`config.mk`:
```
export PLATFORM = sky130hd
export DESIGN_NAME = commit_ctrl
export DESIGN_NICKNAME = d
export VERILOG_FILES = /design/src/rtl/commit_ctrl.sv
export SDC_FILE = /design/constraint.sdc
export NUM_CORES = 1
export LEC_CHECK = 0
export CAP_MARGIN = 20
export CORE_MARGIN = 3
export CORE_UTILIZATION = 39
export CTS_BUF_LIST = sky130_fd_sc_hd__clkbuf_8
export DETAILED_ROUTE_END_ITERATION = 10
export GPL_TIMING_DRIVEN = 0
export HOLD_SLACK_MARGIN = 0.05
export MAX_ROUTING_LAYER = met4
export PLACE_DENSITY = 0.83
export SYNTH_ARGS = -nofsm -noshare
export SYNTH_HDL_FRONTEND = slang
export SYNTH_SLANG_ARGS = --single-unit
```
`constraint.sdc`:
```
create_clock -name clk_in -period 3.12 [get_ports clk_in]
set_clock_uncertainty 0.15 [all_clocks]
set_input_delay 0.624 -clock clk_in [delete_from_list [all_inputs] [get_ports clk_in]]
set_output_delay 0.624 -clock clk_in [all_outputs]
set_load 0.005 [all_outputs]
```
`src/rtl/commit_ctrl.sv`:
```
// rtl/commit_ctrl.sv - in-order ROB head commit sequencer (retire, store release, flush, halt)
module commit_ctrl #(
    parameter int ROB_BIT = 4
) (
    input  logic               clk_in,
    input  logic               rst_in,
    input  logic               rdy_in,
    input  logic               head_valid,
    input  logic               head_ready,
    input  logic [1:0]         head_type,
    input  logic [4:0]         head_rd,
    input  logic [31:0]        head_value,
    input  logic [ROB_BIT-1:0] head_entry,
    input  logic               head_mispredict,
    input  logic [31:0]        head_target,
    output logic               commit_pop,
    output logic               rob_commit,
    output logic [4:0]         commit_reg_id,
    output logic [31:0]        commit_reg_data,
    output logic [ROB_BIT-1:0] commit_rob_entry,
    output logic               store_go,
    input  logic               store_done,
    output logic               rob_clear_up,
    output logic               redirect_valid,
    output logic [31:0]        redirect_pc,
    output logic               halted,
    output logic [31:0]        commit_count
);

    localparam logic [1:0] ST_RUN        = 2'd0;
    localparam logic [1:0] ST_WAIT_STORE = 2'd1;
    localparam logic [1:0] ST_FLUSH      = 2'd2;
    localparam logic [1:0] ST_HALT       = 2'd3;

    localparam logic [1:0] TYPE_REG    = 2'd0;
    localparam logic [1:0] TYPE_STORE  = 2'd1;
    localparam logic [1:0] TYPE_BRANCH = 2'd2;

    logic [1:0]  state_q, state_d;
    logic [31:0] redirect_pc_q, redirect_pc_d;
    logic [31:0] commit_count_q, commit_count_d;
    logic        fire;

    assign fire = rdy_in && (state_q == ST_RUN) && head_valid && head_ready;

    always_comb begin
        state_d          = state_q;
        redirect_pc_d    = redirect_pc_q;
        commit_pop       = 1'b0;
        rob_commit       = 1'b0;
        store_go         = 1'b0;
        rob_clear_up     = 1'b0;
        redirect_valid   = 1'b0;
        commit_reg_id    = head_rd;
        commit_reg_data  = head_value;
        commit_rob_entry = head_entry;

        case (state_q)
            ST_RUN: begin
                if (fire) begin
                    case (head_type)
                        TYPE_REG: begin
                            commit_pop = 1'b1;
                            rob_commit = (head_rd != 5'd0);
                        end
                        TYPE_STORE: begin
                            // Store is popped only once the LSB confirms the memory write
                            store_go = 1'b1;
                            state_d  = ST_WAIT_STORE;
                        end
                        TYPE_BRANCH: begin
                            commit_pop = 1'b1;
                            rob_commit = (head_rd != 5'd0);
                            if (head_mispredict) begin
                                redirect_pc_d = head_target;
                                state_d       = ST_FLUSH;
                            end
                        end
                        default: begin
                            commit_pop = 1'b1;
                            state_d    = ST_HALT;
                        end
                    endcase
                end
            end
            ST_WAIT_STORE: begin
                if (rdy_in && store_done) begin
                    commit_pop = 1'b1;
                    state_d    = ST_RUN;
                end
            end
            ST_FLUSH: begin
                if (rdy_in) begin
                    rob_clear_up   = 1'b1;
                    redirect_valid = 1'b1;
                    state_d        = ST_RUN;
                end
            end
            default: begin
            end
        endcase

        commit_count_d = commit_count_q + {31'd0, commit_pop};
    end

    always_ff @(posedge clk_in) begin
        if (rst_in) begin
            state_q        <= ST_RUN;
            redirect_pc_q  <= 32'd0;
            commit_count_q <= 32'd0;
        end else begin
            state_q        <= state_d;
            redirect_pc_q  <= redirect_pc_d;
            commit_count_q <= commit_count_d;
        end
    end

    assign redirect_pc  = redirect_pc_q;
    assign halted       = (state_q == ST_HALT);
    assign commit_count = commit_count_q;

endmodule

```
==> results of run 1 <==
worst max path at each step:
| stage | start | endpoint | cells past startpoint |
|---|---|---|---|
| finish | rdy_in | commit_count[30] | 11 |
| global route | rdy_in | commit_count[25] | 9 |
| CTS | rdy_in | commit_count[30] | 11 |
| floorplan | head_ready | commit_count[30] | 10 |
| detailed placement | rdy_in | commit_count[30] | 11 |
| global placement | rdy_in | commit_count[30] | 11 |
flip-flops by register name, summed over array words and instances (netlist names):
register and flops:
commit_count 32, redirect_pc 32, state_q 2
kinds of logic after synthesis:
logic type	Yosys count	share of synthesized area
AND/OR/NAND/NOR	160	0.2525
buffers and inverters	70	0.1411
AO/OA/AOI/OAI	67	0.1138
flip-flops	66	0.4115
XOR/XNOR	12	0.03274
adder cells (fa/ha/maj)	7	0.02728
multiplexers	6	0.02104
worst max-delay path, cell delays in order:
cell and delay (ps):
clkdlybuf4s50_1 520, nand4_1 180, o21ai_2 240, ha_1 180, ha_1 160, and3_1 160, buf_6 140, nand4_4 100
buf_6 160, or4_1 500, a21oi_1 150
metal layers:
layer,up-vias,global-route usage
li1,1617,-
met1,1516,0.1956
met2,162,0.3376
met3,22,0.08363
met4,0,0.07775
met5,-,-
what timing repair did:
item	4_1_cts	5_1_grt
pin swaps	0	1
endpoints found under the hold margin	0	0
cloned	0	0
gates resized for setup	2	3
setup endpoints to repair	12	11
buffers inserted	0	2
cell type report:
| type | instances | share of cell area |
|---|---|---|
| Sequential cell | 66 | 0.2568 |
| Timing Repair Buffer | 157 | 0.3045 |
| Clock inverter | 6 | 0.01581 |
| Inverter | 7 | 0.005107 |
| Tap cell | 102 | 0.02481 |
| Clock buffer | 10 | 0.02675 |
| Multi-Input combinational cell | 252 | 0.2833 |
| Buffer | 63 | 0.08293 |
per-stage QoR:
stage	hold slack (ps)	utilization	TNS, ps	worst slack (ps)	area (um2)
final	303.6	0.6556	0	113.4	5145
after global routing	328.3	0.6556	0	0.7478	5145
after CTS	304.7	0.6515	0	28.07	5112
after detailed placement	295.7	0.6231	-6639	-499.8	4890
after global placement	290.6	0.6231	-5895	-477.8	4890
after floorplan	302.7	-	0	273.4	3211
cell usage in the layout (no fill, tap or decap), types with 2 or more instances in the layout:
| master | n |
|---|---|
| xor2_1 | 10 |
| nor4_2 | 2 |
| nand3_1 | 10 |
| a21oi_1 | 48 |
| ha_1 | 7 |
| xnor2_1 | 2 |
| bufinv_16 | 2 |
| clkdlybuf4s50_1 | 155 |
| and4_1 | 3 |
| buf_4 | 45 |
| or3_1 | 5 |
| and2_1 | 4 |
| buf_6 | 3 |
| o21ai_0 | 6 |
| buf_1 | 4 |
| mux2_2 | 6 |
| or4_1 | 11 |
| inv_1 | 8 |
| clkbuf_8 | 10 |
| o31ai_1 | 9 |
| nand2_1 | 75 |
| nor2b_1 | 10 |
| clkbuf_1 | 8 |
| nor3_1 | 3 |
| clkinv_2 | 2 |
| dfxtp_1 | 66 |
| and3_1 | 2 |
| nor2_1 | 19 |
| buf_2 | 5 |
| nand4_1 | 7 |
report_power, final:
group          internal [W]  total [W]  switching [W]  leakage (nW)
Combinational      0.000188   0.000291       0.000103          1.24
Clock              0.000466   0.000792       0.000326         0.113
Sequential         0.000855   0.000865     0.00000979         0.532
Total               0.00151    0.00195       0.000439          1.88
==> results.toml, run 1 <==
[routing]
topRoutingLayerUsed = "met4"
drc_errors = 0
first_pass_iters = 5
vias = 3317
drt-met1-wl_mm = 3.528
drt_iter0_markers = 81
vias_per_cell = 5.003
antenna_left = 0
dr_wl_met3_um = 965
wl_mm = 9.222
wl_per_cell_um = 13.91
met2_length_mm = 4.490

[setup_path]
crit_fanout = 10
crit_required_ps = 3240
startpoint_type = "input port"
ff2ff_setup_slack_ps = 270
crit_type = "input port to flop"
arrival_ps = 3120
r2r_end = "commit_count[30]"
end_kind = "flop"
r2r-start = "state_q[0]"
worstRegToRegCells = 12

[yosys]
netlist_instances = 388
ys_seq_area_frac = 0.4115
ys_async_sr_fraction = 0
synth-main-ff-cell = "dfxtp_1"
synth_top_cells_by_area = "dfxtp_1 (41%), buf_4 (10%), nand2_1 (8.8%)"
yosysWarnings = 0
yosysTopAreaCell = "dfxtp_1"
synthTopCellsByCount = "nand2_1 (75), dfxtp_1 (66), a21oi_1 (48)"
syn-num-nets = 477
yosys.area.top_type_share = 0.4115
synth_area_mm2 = 0.003211
synth_seq_cells = 66
synth-edff-count = 0
syn_area_per_cell_um2 = 8.275
ys_types = 37
post-synth-top-count-cell = "nand2_1"

[global_routing]
grt_overflow = 0
grt_pass1_wl_mm = 14.83
antenna_found_initial = 0
grt_pass1_vias = 3228
grt_max_degree = 12
grtUsageTotal = 0.1961

[cells_and_area]
stdcell_count = 663
area_growth_pct = 60.25
layout-drive-gt1-share = 0.1497
multi_input_area_mm2 = 0.001458
seq_area_mm2 = 0.001321
diodes = 0
n_fill_cell = 658
nNetsFinal = 645

[place]
placedCellCount = 645
gp_congestion = 0.8742
dp_hpwl_mm = 7.254
portBuffers = 155

[run_status]
outcome = "completed"

[floorplan]
ios = 193
rows = 32
dieWidth_um = 96.73
dieArea_mm2 = 0.009357
start_util = 0.4091
die_h_um = 96.73
core-area_mm2 = 0.007848

[min_path]
hp-class = "flop to flop"
holdPathEnd = "redirect_pc[30]"
min_from = "redirect_pc[30]"
whs_path_depth = 2

[sta]
fmax_mhz = 332.6
rsz0062_at_grt = "no"
tightest_slew_ps = 526.0
report.final.hold_viol_count = 0
maxSlewHeadroom = 0.6467
post-route-min-period_ps = 3007
finalCritPeriodShare = 0.9636
setup_viol = 0
finalMaxSlewViolations = 0

[power_and_ir_drop]
vdd_drop_max_mv = 0.3376
power.leakage_nw = 1.883
power_w = 0.001948
p_per_area_mw_per_mm2 = 378.6

[clock_tree]
clock_latency_ps = 340
ctsHoldBuffers = 0
cts-buffers-inserted = 9
clk_path_buf_depth = 2
h-tree-depth = 3
clk_pin_slew_ps = 80
tritoncts = "yes"
clock_sinks = 66
ctsRootBufferMaster = "clkbuf_8"

[job]
cap_viol_max_count = 0
Power figures use the tool's default switching activity.
==> run 2, diff against run 1 <==
CORE_UTILIZATION = 38   (was 39)
CTS_BUF_LIST = unset   (was sky130_fd_sc_hd__clkbuf_8)
PLACE_DENSITY = 0.81   (was 0.83)
==> results.toml, run 2 (synthesis gave the netlist of run 1 again) <==
[routing]
drt_iter0_markers = 98
wl_mm = 9.199
antenna_left = 0
vias_per_cell = 4.986
first_pass_iters = 4
drc_errors = 0
wl_per_cell_um = 13.87
vias = 3306

[sta]
tightest_slew_ps = 612.7
rsz0062_at_grt = "no"
maxSlewHeadroom = 0.5884
report.final.hold_viol_count = 0
finalMaxSlewViolations = 0
finalCritPeriodShare = 0.9401
post-route-min-period_ps = 2933
worst_slack_ps = 186.8
fmax_mhz = 340.9
setup_viol = 0

[global_routing]
grt_max_degree = 13
use_met3 = 0.07714
use_met2 = 0.3304
grt_overflow = 0
met1_usage = 0.1976
grt_pass1_wl_mm = 14.79
grt_pass1_vias = 3231
antenna_found_initial = 0
globalRoute.busiestLayer = "met2"
grtUsageTotal = 0.1925

[clock_tree]
ctsHoldBuffers = 0
clk_pin_slew_ps = 80
clock_latency_ps = 330
tritoncts = "yes"
clock_sinks = 66
cts-buffers-inserted = 9
h-tree-depth = 3
ctsRootBufferMaster = "clkbuf_8"
clk_path_buf_depth = 2

[setup_path]
end_kind = "flop"
crit_required_ps = 3240
crit_fanout = 10
startpoint_type = "input port"
crit_type = "input port to flop"
ff2ff_setup_slack_ps = 260
arrival_ps = 3050

[floorplan]
rows = 32
die_h_um = 97.92
dieWidth_um = 97.92
start_util = 0.4030
dieArea_mm2 = 0.009587
ios = 193
core-area_mm2 = 0.007968

[place]
placed_area_mm2 = 0.004890
dp_hpwl_mm = 7.219
portBuffers = 155
gp_congestion = 0.8751
pre_cts_slack_ps = -482.5

[power_and_ir_drop]
vdd_drop_max_mv = 0.2913
p_per_area_mw_per_mm2 = 379.2
power.leakage_nw = 1.893

[cells_and_area]
layout-drive-gt1-share = 0.1480
diodes = 0
final_cell_mix = "clkdlybuf4s50_1 (153), nand2_1 (75), dfxtp_1 (66)"
fin_area_mm2 = 0.005135
nNetsFinal = 645
layout_commonest_cell = "clkdlybuf4s50_1"
area_growth_pct = 59.94

[job]
cap_viol_max_count = 0

[run_status]
outcome = "completed"

[min_path]
hp-class = "flop to flop"
[run 2: area by class of cell]
type	count	area, um2
clock inverter	7	93.84
multi-input combinational	252	1444
timing repair buffer	157	1572
clock buffer	9	123.9
buffer	63	426.7
sequential	66	1321
tap	102	127.6
fill	656	2833
inverter	7	26.28
[run 2: where the power goes]
group	internal, W	switching (W)	leakage (nW)	total (W)
clock network	0.000448	0.000342	0.105	0.000790
logic	0.000188	0.000104	1.26	0.000292
registers	0.000855	0.0000105	0.532	0.000865
total	0.00149	0.000456	1.89	0.00195
[run 2: routing by layer]
metal / vias to the layer above / share of wire
met3: 14 / 0.11
met2: 164 / 0.49
li1: 1608 / -
met5: - / 0
met4: 0 / 0.015
met1: 1520 / 0.38
[run 2: per-stage QoR]
step | cells | total power [W] | TNS, ps | util | hold slack, ps
global placement | 645 | 0.001165 | -5345 | 0.6137 | 291.0
finish | 663 | 0.001947 | 0 | 0.6445 | 303.3
CTS | 662 | 0.001965 | 0 | 0.6424 | 307.3
floorplan | 388 | 0.001008 | 0 | - | 302.7
detailed placement | 645 | 0.001174 | -5827 | 0.6137 | 296.9
global route | 663 | 0.002029 | 0 | 0.6445 | 318.7
[run 2: worst paths after layout]
kind,from,to,cells past startpoint
worst max-delay path,head_type[1],commit_count[30],11
worst min-delay path,redirect_pc[25],redirect_pc[25],2
worst max register to register,state_q[1],commit_count[30],12
worst min register to register,redirect_pc[25],redirect_pc[25],2
[run 2: repair_timing]
action,4_1_cts,5_1_grt
gates resized for setup,2,3
setup buffers,1,1
endpoints found under the setup margin,8,1
pin swaps,1,2
[run 2: critical path, cell delays in order]
cell,delay (ps)
clkdlybuf4s50_1,520
nor2b_1,100
o21ai_2,190
ha_1,170
ha_1,170
and3_1,170
buf_6,140
nand4_4,90
buf_6,150
or4_1,550
a21oi_2,170
